--- src/rtl/fpmul_issue.sv ---
// fpmul_issue: issue/capture stage around a combinational FP multiplier.
// Operands are accepted over valid/ready, parked on the multiplier inputs
// for SETTLE cycles, then the product and flags are registered and offered
// downstream over valid/ready. Sticky flags accumulate the flags of every
// delivered result until cleared.
//
// Ports:
//   clk, rst                  clock, asynchronous active-high reset
//   in_valid/in_ready         operand handshake; in_a, in_b, in_control
//   mul_a/mul_b/mul_control   registered operands driven to the multiplier
//   mul_y/mul_flags           multiplier product and flags
//   out_valid/out_ready       result handshake; out_y, out_flags
//   sticky_flags/sticky_clr   accumulated flags and their synchronous clear
//   busy                      state is not IDLE
//
// state     | meaning
// ST_IDLE   | waiting for an operand pair
// ST_SETTLE | operands held on multiplier, counting down settle window
// ST_HOLD   | result registered and offered downstream
module fpmul_issue #(
  parameter int WIDTH    = 32,
  parameter int WFLAG    = 5,
  parameter int WCONTROL = 5,
  parameter int SETTLE   = 3,
  parameter int WCNT     = 4
) (
  input  logic                clk,
  input  logic                rst,
  input  logic                in_valid,
  output logic                in_ready,
  input  logic [WIDTH-1:0]    in_a,
  input  logic [WIDTH-1:0]    in_b,
  input  logic [WCONTROL-1:0] in_control,
  output logic [WIDTH-1:0]    mul_a,
  output logic [WIDTH-1:0]    mul_b,
  output logic [WCONTROL-1:0] mul_control,
  input  logic [WIDTH-1:0]    mul_y,
  input  logic [WFLAG-1:0]    mul_flags,
  output logic                out_valid,
  input  logic                out_ready,
  output logic [WIDTH-1:0]    out_y,
  output logic [WFLAG-1:0]    out_flags,
  output logic [WFLAG-1:0]    sticky_flags,
  input  logic                sticky_clr,
  output logic                busy
);

  if (SETTLE < 1 || SETTLE > 15 || (2 ** WCNT) <= SETTLE) begin : g_param_check
    $error("fpmul_issue: SETTLE must be 1..15 and representable in WCNT bits");
  end

  typedef enum logic [1:0] {
    ST_IDLE   = 2'd0,
    ST_SETTLE = 2'd1,
    ST_HOLD   = 2'd2
  } state_t;

  state_t          r_state;
  state_t          w_state_nxt;
  logic [WCNT-1:0] r_count;
  logic            w_accept;
  logic            w_xfer;
  logic            w_capture;

  always_comb begin
    w_state_nxt = r_state;
    in_ready    = 1'b0;
    case (r_state)
      ST_IDLE: begin
        in_ready = 1'b1;
        if (in_valid) w_state_nxt = ST_SETTLE;
      end
      ST_SETTLE: begin
        if (r_count == '0) w_state_nxt = ST_HOLD;
      end
      ST_HOLD: begin
        // Ready passes through so a new pair can enter on the transfer edge.
        in_ready = out_ready;
        if (out_ready) w_state_nxt = in_valid ? ST_SETTLE : ST_IDLE;
      end
      default: w_state_nxt = ST_IDLE;
    endcase
  end

  assign w_accept  = in_valid & in_ready;
  assign w_xfer    = (r_state == ST_HOLD) & out_ready;
  assign w_capture = (r_state == ST_SETTLE) & (r_count == '0);
  assign out_valid = (r_state == ST_HOLD);
  assign busy      = (r_state != ST_IDLE);

  always_ff @(posedge clk or posedge rst) begin
    if (rst) begin
      r_state      <= ST_IDLE;
      r_count      <= '0;
      mul_a        <= '0;
      mul_b        <= '0;
      mul_control  <= '0;
      out_y        <= '0;
      out_flags    <= '0;
      sticky_flags <= '0;
    end else begin
      r_state <= w_state_nxt;

      if (w_accept) begin
        mul_a       <= in_a;
        mul_b       <= in_b;
        mul_control <= in_control;
        r_count     <= WCNT'(SETTLE - 1);
      end else if ((r_state == ST_SETTLE) && (r_count != '0)) begin
        r_count <= r_count - WCNT'(1);
      end

      if (w_capture) begin
        out_y     <= mul_y;
        out_flags <= mul_flags;
      end

      // A clear coinciding with a transfer keeps the delivered result's flags.
      if (w_xfer) begin
        sticky_flags <= sticky_clr ? out_flags : (sticky_flags | out_flags);
      end else if (sticky_clr) begin
        sticky_flags <= '0;
      end
    end
  end

endmodule
--- config.mk ---
export PLATFORM = sky130hd
export DESIGN_NAME = fpmul_issue
export DESIGN_NICKNAME = d
export VERILOG_FILES = /design/src/rtl/fpmul_issue.sv
export SDC_FILE = /design/constraint.sdc
export NUM_CORES = 1
export LEC_CHECK = 0
export BUFFER_PORTS_ARGS = -buffer_cell sky130_fd_sc_hd__buf_4
export CAP_MARGIN = 30
export CORE_MARGIN = 2
export CORE_UTILIZATION = 49
export DETAILED_ROUTE_END_ITERATION = 8
export PLACE_DENSITY = 0.95
export SYNTH_ARGS = -nofsm -noshare
export SYNTH_HDL_FRONTEND = slang
export SYNTH_SLANG_ARGS = --single-unit
export TNS_END_PERCENT = 1
--- constraint.sdc ---
create_clock -name clk -period 8.94 [get_ports clk]
set_clock_uncertainty 0.1 [all_clocks]
set_input_delay 0.447 -clock clk [delete_from_list [all_inputs] [get_ports clk]]
set_output_delay 0.447 -clock clk [all_outputs]
set_load 0.1 [all_outputs]
Word level (Yosys, flattened, before mapping)
Cells that the tools add are included.
{"block": "word_totals", "reg_bits": 117, "wordCells": 37, "inputBits": 111}
{"block": "op_classes", "bitwise_logic": 4, "n_addsub": 1, "eq_ne": 5, "reduce_logical": 8, "muxes": 11}
{"operator": "$mux W5", "count": 3}
{"operator": "$mux W4", "count": 2}
{"operator": "$mux W2", "count": 3}
{"operator": "$pmux W2 S3", "count": 1}
{"operator": "$reduce_bool A2 Y1", "count": 3}
{"operator": "$or A5 B5 Y5", "count": 1}
{"operator": "$logic_not A4 Y1", "count": 1}
{"operator": "$ne A2 B1 Y1 const B", "count": 2}
{"operator": "$reduce_bool A4 Y1", "count": 1}
{"operator": "$sub A4 B1 Y4 const B", "count": 1}
{"operator": "$and A1 B1 Y1", "count": 3}
{"operator": "$reduce_and A3 Y1", "count": 1}
{"operator": "$eq A2 B1 Y1 const B", "count": 1}
{"operator": "$eq A2 B2 Y1 const B", "count": 1}
{"operator": "$logic_not A2 Y1", "count": 1}
{"operator": "$ne A2 B2 Y1 const B", "count": 1}
{"operator": "$pmux W1 S2", "count": 1}
{"operator": "$logic_and A1 B1 Y1", "count": 1}
{"operator": "$mux W1", "count": 1}

Depth between registers and ports, before layout
{"block": "depth", "depth_word": 4, "ltp_mapped": 7, "depth_no_buf": 5}

Least setup slack after synthesis
Ideal clock, no wire load.
{"block": "synth_timing", "path_kind": "input-to-output", "start": "in out_ready", "end": "out in_ready", "t_arrival_ns": 1.926, "cell_stages": 2, "required_time_ns": 8.393, "setup_slack_ns": 6.467, "cell_sequence": "and2b_1 nor2_1"}
{"block": "synth_between", "elab_chain_cells": 1}
{"element": "from (decl)", "line_no": "40", "source": "input logic out_ready,"}
{"element": "$pmux W1 S2", "line_no": "68", "source": "case (r_state)"}
{"element": "to (decl)", "line_no": "30", "source": "output logic in_ready,"}
No other way between the ends.

Final worst setup path
{"block": "layout_timing", "start": "reg r_state[1]", "end": "reg mul_b[8]"}
{"block": "layout_between", "elab_chain_cells": 3, "word_cells_on_any_way": 4, "classes_between": "eq/ne (1); mux (1); bitwise (1); reduce/logical (1)"}
{"element": "from (decl)", "line_no": "58", "source": "state_t r_state;"}
{"element": "from (signal assigned)", "line_no": "102", "source": "r_state <= w_state_nxt;"}
{"element": "$eq A2 B2 Y1 or $logic_not A2 Y1 (tied branches)", "line_no": "68"}
{"element": "$pmux W1 S2 (*)", "line_no": "68"}
{"element": "$and A1 B1 Y1 (*)", "line_no": "85", "source": "assign w_accept = in_valid & in_ready;"}
{"element": "to (signal assigned)", "line_no": "106", "source": "mul_b <= in_b;"}
{"element": "to (decl)", "line_no": "35", "source": "output logic [WIDTH-1:0] mul_b,"}
Mark *: on every way between the ends. The rest lies on a longest branch, timed or not.
A chain may end at the register's enable or synchronous reset.

==> impl_metrics.json <==
{
  "fill_cells": 567,
  "grt_pass1_vias": 3478,
  "num-nets-final": 631,
  "cp-startpoint": "r_state[1]$_DFFE_PP0P_",
  "final_common_cell": "buf_4",
  "portBuffers": 224,
  "start_util_pct": 49.9,
  "cts_inserted_buffers": 17,
  "mostFrequentLayoutCells": "buf_4 (226), dfrtp_1 (117), mux2_2 (81)",
  "via_per_inst": 4.98,
  "cts_tree": "done",
  "totalWireLength_um": 10800,
  "finish.utilization_pct": 75.8,
  "crit_arrival_ns": 2.86,
  "grt_first_pass_wirelength_um": 16800,
  "path_class": "flip-flop to flip-flop",
  "h-tree-depth": 4,
  "fin_setup_tns_ns": 0,
  "finalCritPeriodShare_pct": 28.9,
  "clk_pin_slew_ns": 0.06,
  "outcome": "finished clean",
  "yosysUniqueCellTypes": 29,
  "path_max_fanout": 43,
  "grt_max_degree": 66,
  "num_io_pins": 225,
  "antenna_found_initial": 0,
  "endpoint_kind": "flip-flop",
  "hold_class": "input port to flip-flop",
  "critPathLaunchType": "flip-flop",
  "required_ns": 9.22,
  "cts-root-buf": "clkbuf_8",
  "rows": 35,
  "core_area_mm2": 0.00915,
  "die-width_um": 101,
  "dr.first_iter.drc_count": 81,
  "critPathCapture": "mul_b[8]$_DFFE_PP0P_",
  "yosys_warnings": 0,
  "drcViolationCount": 0,
  "rsz0062_at_grt": "no",
  "vias": 3197,
  "period_minus_slack_ns": 2.58,
  "synth-seq-cells": 117,
  "diodes": 0,
  "grt-ovfl-total": 0,
  "relSlewSlack_pct": 46.5,
  "clockBufferDepth": 2,
  "final_antenna_net_count": 0,
  "cts_sinks": 117,
  "reg2reg_depth": 4,
  "syn_inst": 282,
  "finalSetupViolCount": 0,
  "r2r_end": "mul_b[8]$_DFFE_PP0P_",
  "syn-cell-area_mm2": 0.00457,
  "grt_use_total_pct": 21.7,
  "drv_cap": 0,
  "place_area_mm2": 0.00634,
  "synth.avg_cell_area_um2": 16.2,
  "finalHoldViolCount": 0,
  "slew_viol_final": 0,
  "area_delta_synth_final_pct": 51.9,
  "r2r_setup_slack_ns": 6.36,
  "cts_setup_buffers": 0,
  "clk_latency_ns": 0.49,
  "rr_startpoint": "r_state[1]$_DFFE_PP0P_",
  "die_area_mm2": 0.0101,
  "drive_above_1_share_pct": 68.5,
  "seq_area_frac_synth_pct": 64.1,
  "die_y_um": 101,
  "finish.instance_area_mm2": 0.00694,
  "syn_nets": 395,
  "gp_congestion": 0.739,
  "fmax_mhz": 388,
  "dp.final_hpwl_um": 7900,
  "first_pass_iters": 4,
  "worstMarginPinSlew_ns": 0.801,
  "wire_per_inst_um": 16.7
}
==> repair_timing <==
item,in CTS,in global routing
hold endpoints to repair,52,0
resized for setup,0,0
hold buffers,1,0
==> kinds of logic (layout without fill, tap and decap cells) <==
logic type | Yosys count | count (layout) | share of synthesized area (%)
AOI/OAI and AO/OA | 12 | 12 | 1.51
adders and majority gates | 2 | 2 | 0.548
buffers and inverters | 20 | 269 | 2.74
DFF | 117 | 117 | 64.1
and+or+nand+nor | 24 | 24 | 3.18
muxes | 107 | 107 | 27.9
==> routing by layer <==
layer / global-route usage, % / wire (um) / vias to the layer above
li1: - / - / 1458
met1: 24.1 / 4000 / 1577
met2: 38.6 / 5800 / 140
met3: 6.52 / 685 / 22
met4: 9.38 / 261 / 0
met5: 0 / 0 / -
==> area by class of cell <==
class	instances	area, um2	area share [%]
Multi-Input combinational cell	145	1520	21.9
Sequential cell	117	2930	42.2
Clock buffer	19	432	6.22
Inverter	9	36.3	0.523
Timing Repair Buffer	228	1730	24.9
Clock inverter	13	158	2.27
Tap cell	111	139	2.00
==> sequential cells by signal, indices dropped and copies added (netlist names) <==
| register | cells |
|---|---|
| mul_a | 32 |
| out_flags | 5 |
| r_count | 4 |
| sticky_flags | 5 |
| mul_control | 5 |
| mul_b | 32 |
| out_y | 32 |
| r_state | 2 |
==> metrics by stage <==
step	worst slack, ns	hold WS (ns)	instances
after global placement	6.33	0.372	608
after floorplan	5.29	0.365	282
after detailed placement	6.24	0.380	609
after CTS	6.34	0.0421	642
final	6.36	0.0629	642
after global routing	6.20	0.0482	642
==> worst min path at each step <==
stage | startpoint | endpoint | depth (start not counted)
after floorplan | r_count[0]$_DFFE_PP0P_ | r_count[0]$_DFFE_PP0P_ | 1
after global placement | mul_b[2]$_DFFE_PP0P_ | mul_b[2]$_DFFE_PP0P_ | 1
after detailed placement | mul_control[0]$_DFFE_PP0P_ | mul_control[0]$_DFFE_PP0P_ | 1
after CTS | out_ready | r_state[1]$_DFFE_PP0P_ | 2
after global routing | in_control[0] | mul_control[0]$_DFFE_PP0P_ | 2
final | out_ready | r_state[1]$_DFFE_PP0P_ | 2
==> synth_stat cells <==
library cell | n | area [um2]
o21ai_0 | 7 | 35.0
mux2_2 | 81 | 912
nand2b_1 | 3 | 18.8
or3_1 | 1 | 6.26
buf_4 | 7 | 52.6
nor2_1 | 3 | 11.3
buf_6 | 3 | 33.8
ha_1 | 2 | 25.0
buf_2 | 1 | 5.00
or3b_2 | 1 | 8.76
mux2_1 | 6 | 67.6
a21oi_1 | 2 | 10.0
mux2_4 | 19 | 285
or2_2 | 1 | 6.26
nand4_1 | 1 | 6.26
and3b_1 | 1 | 8.76
and2b_1 | 1 | 7.51
mux2i_1 | 1 | 10.0
o31a_1 | 1 | 8.76
nor3b_1 | 1 | 7.51
dfrtp_1 | 117 | 2930
o41ai_1 | 1 | 8.76
inv_1 | 9 | 33.8
nor2b_1 | 1 | 6.26
nor3b_2 | 1 | 12.5
nand3b_1 | 1 | 7.51
nor2_4 | 1 | 11.3
o22ai_1 | 1 | 6.26
nand2_1 | 7 | 26.3
==> critical path, stage by stage (launching register included) <==
cell,delay [ns]
dfrtp_1,0.44
and2b_1,0.24
nor2_4,0.65
buf_4,0.59
mux2_2,0.40
Power is not shown: default switching activity piles up to over one toggle a cycle in this logic, so the estimate is an artifact.
